### src/rtl/digits10_decoder.sv
// Streaming 5x5 glyph recognizer: accepts one bitmap row per handshake and
// reports which digit 0-9 the completed bitmap matches (4'hF on a miss).
module digits10_decoder #(
  parameter bit MIRROR = 1'b0
) (
  input  logic       clk,
  input  logic       reset,
  input  logic       row_valid,
  output logic       row_ready,
  input  logic [4:0] row_data,
  input  logic       row_sof,
  output logic       out_valid,
  input  logic       out_ready,
  output logic [3:0] out_digit,
  output logic       out_hit
);

  typedef enum logic {
    ACCUM = 1'b0,
    DONE  = 1'b1
  } state_e;

  state_e      state_q;
  logic [2:0]  row_idx_q, row_idx_d;
  logic [9:0]  cand_q, cand_d;
  logic [3:0]  out_digit_q;
  logic        out_hit_q;

  logic [2:0]  eff_idx;
  logic [9:0]  eff_mask;
  logic [9:0]  match;
  logic [4:0]  row_cmp;
  logic [3:0]  hit_digit;

  // Glyph table, packed row 0 in the top five bits.
  function automatic logic [4:0] glyph_row(input logic [3:0] d, input logic [2:0] r);
    logic [24:0] g;
    case (d)
      4'd0:    g = 25'b11111_10001_10001_10001_11111;
      4'd1:    g = 25'b01100_00100_00100_00100_11111;
      4'd2:    g = 25'b11111_00001_11111_10000_11111;
      4'd3:    g = 25'b11111_00001_11111_00001_11111;
      4'd4:    g = 25'b10001_10001_11111_00001_00001;
      4'd5:    g = 25'b11111_10000_11111_00001_11111;
      4'd6:    g = 25'b11111_10000_11111_10001_11111;
      4'd7:    g = 25'b11111_00001_00001_00001_00001;
      4'd8:    g = 25'b11111_10001_11111_10001_11111;
      4'd9:    g = 25'b11111_10001_11111_00001_11111;
      default: g = '0;
    endcase
    case (r)
      3'd0:    return g[24:20];
      3'd1:    return g[19:15];
      3'd2:    return g[14:10];
      3'd3:    return g[9:5];
      default: return g[4:0];
    endcase
  endfunction

  // NOTE: every signal written in always_comb gets a default first, so no path leaves it unassigned and no latch is inferred.
  always_comb begin
    row_cmp = row_data;
    if (MIRROR) begin
      for (int b = 0; b < 5; b++) row_cmp[b] = row_data[4-b];
    end

    eff_idx  = row_sof ? 3'd0 : row_idx_q;
    eff_mask = (eff_idx == 3'd0) ? 10'h3FF : cand_q;

    match = '0;
    for (int d = 0; d < 10; d++) begin
      match[d] = (glyph_row(4'(d), eff_idx) == row_cmp);
    end
    cand_d    = eff_mask & match;
    row_idx_d = eff_idx + 3'd1;

    // Glyphs are unique, so at most one candidate survives the last row.
    hit_digit = 4'hF;
    for (int d = 0; d < 10; d++) begin
      if (cand_d[d]) hit_digit = 4'(d);
    end
  end

  // NOTE: sequential state uses non-blocking assignments so every register samples pre-edge values.
  always_ff @(posedge clk or negedge reset) begin
    if (!reset) begin
      state_q     <= ACCUM;
      row_idx_q   <= 3'd0;
      cand_q      <= 10'h3FF;
      out_digit_q <= 4'd0;
      out_hit_q   <= 1'b0;
    end else begin
      case (state_q)
        ACCUM: begin
          if (row_valid) begin
            if (eff_idx == 3'd4) begin
              state_q     <= DONE;
              row_idx_q   <= 3'd0;
              cand_q      <= 10'h3FF;
              out_hit_q   <= |cand_d;
              out_digit_q <= hit_digit;
            end else begin
              row_idx_q <= row_idx_d;
              cand_q    <= cand_d;
            end
          end
        end
        DONE: begin
          if (out_ready) state_q <= ACCUM;
        end
        default: state_q <= ACCUM;
      endcase
    end
  end

  assign out_valid = (state_q == DONE);
  assign row_ready = !out_valid;
  assign out_digit = out_digit_q;
  assign out_hit   = out_hit_q;

endmodule

### config.mk
export PLATFORM = sky130hd
export DESIGN_NAME = digits10_decoder
export DESIGN_NICKNAME = d
export VERILOG_FILES = /design/src/rtl/digits10_decoder.sv
export SDC_FILE = /design/constraint.sdc
export NUM_CORES = 1
export LEC_CHECK = 0
export BUFFER_PORTS_ARGS = -buffer_cell sky130_fd_sc_hd__buf_2
export CORE_MARGIN = 4
export CORE_UTILIZATION = 50
export DETAILED_ROUTE_END_ITERATION = 16
export GPL_ROUTABILITY_DRIVEN = 0
export PLACE_DENSITY = 0.73
export SLEW_MARGIN = 10
export SYNTH_ARGS = -nofsm -noshare
export SYNTH_HDL_FRONTEND = slang
export SYNTH_SLANG_ARGS = --single-unit
### constraint.sdc
create_clock -name clk -period 2.5 [get_ports clk]
set_clock_uncertainty 0.1 [all_clocks]
set_input_delay 0.125 -clock clk [delete_from_list [all_inputs] [get_ports clk]]
set_output_delay 0.125 -clock clk [all_outputs]
set_load 0.01 [all_outputs]
==> results of run 1 <==
worst max path at each step:
| stage | start | endpoint |
|---|---|---|
| global route | row_idx_q[1] | out_digit[1] |
| global placement | row_idx_q[0] | out_digit[1] |
| finish | row_idx_q[0] | out_digit[0] |
| detailed placement | row_idx_q[0] | out_digit[1] |
| floorplan | row_idx_q[2] | out_digit[1] |
| CTS | row_idx_q[1] | out_digit[1] |
sequential cells by signal (all words and copies together) (netlist names):
signal     cells
cand_q        10
out_digit      4
out_valid      1
out_hit        1
row_idx_q      3
cells by family after synthesis:
| kind of cell | count (synthesis) | share of synthesized area [%] |
|---|---|---|
| fa+ha+maj | 5 | 4.579 |
| mux | 2 | 1.831 |
| flops | 19 | 35.71 |
| compound gates | 49 | 28.94 |
| buf+inv | 16 | 6.136 |
| xor+xnor | 3 | 1.923 |
| simple gates | 54 | 20.88 |
metal layers:
layer | global-route usage, % | routed length (microns) | vias up
met2 | 35.03 | 1868 | 42
met3 | 3.024 | 170 | 9
li1 | - | - | 606
met1 | 28.34 | 1723 | 647
met4 | 8.544 | 79 | 0
met5 | 0 | 0 | -
power breakdown:
group / leakage [nW] / switching (mW) / internal (mW)
registers: 0.220 / 0.0382 / 0.389
logic: 0.499 / 0.235 / 0.175
clock network: 0.0150 / 0.100 / 0.0625
total: 0.734 / 0.374 / 0.626
worst reg2reg max path, cell delays in order, from the launching register on:
cell and delay, ps:
dfrtp_1 360, nand2b_1 70, inv_1 110, ha_2 300
nor2_1 110, o211a_1 250, a2111oi_4 410, nor2b_1 270
o2111ai_2 130, nand4_1 120, a31oi_1 80
synth_stat cells, drive strengths merged (4+ instances only):
cell     instances  share of area (%)
and3             4                2.2
dfstp           10                 19
a21oi           12                5.2
nand3            5                1.8
inv              9                2.8
nor2            13                3.8
o2111ai          5                3.7
clkbuf           5                1.4
nand2           14                3.8
nor3             5                1.8
o21ai            8                2.9
ha               5                4.6
dfrtp            9                 16
stage by stage:
| stage | util, % | hold WS, ps |
|---|---|---|
| after floorplan | - | -270.6 |
| after global placement | 58.01 | -18.92 |
| after detailed placement | 58.01 | -8.862 |
| after CTS | 60.82 | 110.2 |
| after global routing | 67.40 | 142.5 |
| final | 67.40 | 116.8 |
repair_timing:
item / CTS / global route
hold buffers: 2 / 0
endpoints found under the hold margin: 20 / 0
setup buffers: 2 / 4
resized for setup: 2 / 27
pin swaps: 2 / 9
cloned: 0 / 0
setup endpoints to repair: 4 / 5
cells in the final DEF, fill, tap and decap left out, drive strengths merged, types with 2 or more instances in the layout:
master,netlist,routed
a21oi,12,12
nand2b,3,3
inv,9,9
a41oi,2,2
nand4,2,2
nor2b,3,3
and3,4,4
a32o,2,2
nand3,5,5
o22a,3,3
buf,2,27
o2111ai,5,5
dfrtp,9,9
dfstp,10,10
a2111oi,3,3
a21o,3,3
clkbuf,5,4
nor2,13,13
nand2,14,14
o21ai,8,8
ha,5,5
dlygate4sd3,0,2
xnor2,2,2
nor3,5,5
area by class of cell:
cell class | instances | area share [%]
repair buffers | 29 | 10.65
flip-flops and latches | 19 | 28.45
well taps | 30 | 2.188
clock buffers | 4 | 1.532
inverters | 9 | 2.261
multi-input cells | 113 | 54.92
==> impl_results.md, run 1 <==
* WP data required at 2590 ps
* Design area at 1715 sq um
* Die ar. at 3633 sq um
* Part of the Yosys area used for sequential elements at 35.71%
* Worst vdd ir at 0.4631 mV
* Max-cap violations at 0
* Pre-CTS setup slack at -96.76 ps
* Asr flop ratio synth at 100.0%
* Worst path depth at 10
* Number of nets in the layout at 190
* Buffers plus inverters on the worst setup path at 1
* Slowest cell on crit path: a2111oi_4
* Via-per-instance ratio at 6.392
* Worst hold endpoint: cand_q[1]
* Syn-to-layout area delta at 25.55%
* CP top delay family: compound AO/OA/AOI/OAI gates
* Critical Path Sink Type: register
* Hold Crit Class: in -> reg
* Placed Cells at 192
* Crit Path Max Fanout at 5
* Crit Path Class: reg -> reg
* Grt total ovfl at 0
* Fin crit period at 2434 ps
* Drt pass-1 iters at 4
* Layout cells sized above 1 at 42.53%
* Period utilisation layout at 97.35%
* Startpoint types: register
* Clock buffer count from CTS at 3
* RR Startpoint: row_idx_q[0]
* DP Area at 1476 sq um
* Netlist Area Pre-Place at 1366 sq um
* F_max at 410.9 MHz
* Final Max Slew Viols at 0
* Hold Path Depth at 4
* Setup_tns at 0 ps
* Num Clock Sinks at 19
* Vias in the first global route at 1,268
* First-pass GRT wire length at 5809 microns
* Arr. time, crit path at 2530 ps
* Initial core utilization at 53.69%
* Clock-pin transition on the worst setup and hold timing paths at 110 ps
* Height of the die at 60.28 microns
* Layout Cells excl Fill at 204
* Power Density at 583.0 nW/um^2
* Ports at 17
* Gr usage total at 21.45%
* # rows at 18
* DP HPWL at 2535 microns
* Distinct cells, synth at 51
* Ys Warns at 0
* Status: finished, final reports clean
* Antenna cells at 0
* Cells after Synth at 148
* DRC viols at 0
* Post-synthesis register bit count at 19
* Max incr delay on CP at 410 ps
* Predominant post-synthesis flop cell: dfstp_2
* Hold_sp: row_data[2]
* TritonCTS clock tree: built
* Core Box Area at 2545 sq um
* First DRT Iteration DRCs at 60
* FF+latch area at 488.0 sq um
* Worst R2R Setup Slack at 70 ps
* Skew-Pair Late Insertion Delay at 310 ps
* Cells along the critical path: nand2b_1 > inv_1 > ha_2 > nor2_1 > o211a_1 > a2111oi_4 > nor2b_1 > o2111ai_2 > nand4_1 > a31oi_1
* Multi-input logic area at 942.2 sq um
* Antenna viol nets, final at 0
* Synthesized Nets at 163
* PnR worst setup slack at 66.23 ps
* FILL cells at 198
* Tightest Pin Transition at 552.3 ps
* R2R depth at 10
* Pin count of the biggest net entering global routing at 20
* Initial antenna violation count at 0
* Leak at 0.7336 nW
* Unrepaired setup endpoints after global routing: yes
* DR vias at 1,304
* Die width at 60.28 microns
* # setup viols final at 0
* R2r endpoint: out_digit[0]
* I/O Buffers at 16
* Clock buffer depth at 2
* H-tree levels at 1
* Final hold viol count at 0
* Final wirelength at 3841 microns
* Root Driver: clkbuf_4
* Total power at 1.000 mW
* Slew headroom at 63.18%
* Routed wire per std cell at 18.83 microns
* EDFF count, synth at 0
* Mapped Avg Cell Area at 9.232 sq um
Note: power is estimated with default switching activity, not from simulation.
==> run 2: changes to the inputs <==
Settings changed: PLACE_DENSITY 0.73 to 0.7, TNS_END_PERCENT from default to 1.
Clock period 2.5 ns to 2.4 ns, I/O delays scaled along.
==> run 2 against run 1 <==
Effect of this change:
- die area is the same
- total power grew 6.7%
- first-iteration DRC count increased by 1.7%
- critical path depth stayed put
- design area is 4.5% higher
- clock-buffer cell count shrank 1
- clock power up 8%
- wire length decreased by 7.0%
==> impl_results.md, run 2 (same netlist as run 1, synthesis figures left out) <==
* Drt pass-1 iters at 4
* Combinational power share at 42.0%
* Hold Crit Class: in -> reg
* Syn-to-layout area delta at 31.23%
* First-pass GRT wire length at 6030 microns
* Die width at 60.28 microns
* Slowest cell on crit path: dfrtp_1
* Layout cells sized above 1 at 46.33%
* Die ar. at 3633 sq um
* Max incr delay on CP at 400 ps
* Worst vdd ir at 0.4953 mV
* Crit Path Max Fanout at 6
* Clock-pin transition on the worst setup and hold timing paths at 120 ps
* Number of nets in the layout at 193
* Worst R2R Setup Slack at 60 ps
* # setup viols final at 0
* Leak at 0.7542 nW
* Slew headroom at 61.34%
* First DRT Iteration DRCs at 61
* R2R depth at 10
* Hold_sp: row_data[2]
* Worst setup startpoint: row_idx_q[0]
* Pin count of the biggest net entering global routing at 20
* I/O Buffers at 16
* Unrepaired setup endpoints after global routing: yes
* Core Box Area at 2545 sq um
* Initial antenna violation count at 0
* Share of power burned in registers at 41.5%
* Clock power frac at 16.5%
* # rows at 18
* Layout Cells excl Fill at 207
* Hold Path Depth at 4
* Post CTS Setup Buffer Count at 0
* Antenna viol nets, final at 0
* Switching Fraction at 37.56%
* Placed Cells at 201
* Fin crit period at 2339 ps
* Via-per-instance ratio at 6.333
* Power Density at 595.1 nW/um^2
* WP data required at 2510 ps
* Cells along the critical path: nand2b_1 > inv_2 > ha_4 > ha_4 > a21oi_4 > mux2i_4 > o2111ai_4 > o311ai_2 > a21oi_1 > a21o_1
* Critical Path Sink Type: register
* Cell mode on critical path: ha_4
* Skew-Pair Late Insertion Delay at 310 ps
* Status: finished, final reports clean
* Commonest non-fill, non-tap cells in the layout: buf_2, buf_4, nand2_1
* Final Max Slew Viols at 0
* Initial core utilization at 53.69%
* Num Clock Sinks at 19
* Gr usage total at 22.07%
* TritonCTS clock tree: built
* F_max at 427.5 MHz
* Clock buffer depth at 2
* Arr. time, crit path at 2450 ps
* Leading cell type in the layout, fill and taps excluded: buf_2
* Clock buffer count from CTS at 3
* Int Power at 666.2 uW
* R2r endpoint: out_digit[1]
* NetSw at 400.7 uW
* DP HPWL at 2468 microns
* Final wirelength at 3571 microns
* DR vias at 1,311
* Final core occ at 70.45%
* Period utilisation layout at 97.46%
* Height of the die at 60.28 microns
* Routed wire per std cell at 17.25 microns
* Worst hold endpoint: cand_q[1]
* Max reg flops at 10
* Vias in the first global route at 1,289
* FILL cells at 184
* Tightest Pin Transition at 579.9 ps
* Max-cap violations at 0
* CP top delay family: compound AO/OA/AOI/OAI gates
* Startpoint types: register
* DRC viols at 0
* Grt total ovfl at 0
* Ports at 17
* Root Driver: clkbuf_4
* Multi-input logic area at 996.0 sq um
* Antenna cells at 0
* Final hold viol count at 0
* RR Startpoint: row_idx_q[0]
* Crit Path Class: reg -> reg
* H-tree levels at 1
* FF+latch area at 488.0 sq um
* Register with the most flip-flops: cand_q
* Buffers plus inverters on the worst setup path at 1
-- run 2: final cells by class --
type | instances | share of cell area [%]
Clock buffer | 3 | 1.256
Clock inverter | 1 | 0.2791
Timing Repair Buffer | 32 | 11.44
Inverter | 9 | 2.163
Sequential cell | 19 | 27.22
Multi-Input combinational cell | 113 | 55.55
Tap cell | 30 | 2.094
-- run 2: through the flow --
step / cell area (sq um) / power, mW / hold WS, ps / setup WS, ps / TNS (ps)
5_1_grt: 1793 / 1.134 / 139.1 / -46.13 / -188.8
2_1_floorplan: 1366 / 0.6869 / -275.6 / 25.45 / 0
3_3_place_gp: 1544 / 0.8052 / -19.47 / 9.276 / 0
3_5_place_dp: 1544 / 0.8145 / -13.67 / -51.71 / -127.2
6_report: 1793 / 1.067 / 109.6 / 61.04 / 0
4_1_cts: 1669 / 1.024 / 103.9 / -21.41 / -24.56
-- run 2: layer usage --
layer	GRT usage, %	part of all wire (%)
met4	7.595	2.2
met5	0	0
met2	36.27	49
met1	29.84	42
met3	2.592	6.4
-- run 2: worst max path at each step --
stage	endpoint	slack [ps]	cells past startpoint
global placement	out_digit[1]	9	11
finish	out_digit[1]	60	10
global route	out_hit	-50	10
CTS	out_digit[2]	-20	11
detailed placement	out_digit[1]	-50	11
floorplan	out_digit[1]	30	12
-- run 2: power by group through the flow --
stage / sequential, mW / combinational (mW) / clock, mW
2_1_floorplan: 0.462 / 0.225 / 0
3_3_place_gp: 0.445 / 0.360 / 0
3_5_place_dp: 0.446 / 0.369 / 0
4_1_cts: 0.442 / 0.404 / 0.178
5_1_grt: 0.451 / 0.490 / 0.194
6_report: 0.442 / 0.449 / 0.176
-- run 2: what timing repair did --
item | CTS | global route
hold buffers | 2 | 0
setup endpoints to repair | 4 | 5
pin swaps | 2 | 10
endpoints found under the hold margin | 20 | 0
resized for setup | 13 | 23
-- run 2: tightest hold or removal path, stage by stage --
cell	delay (ps)
buf_2	120
o311a_4	130
nor2_1	100
a21oi_1	50
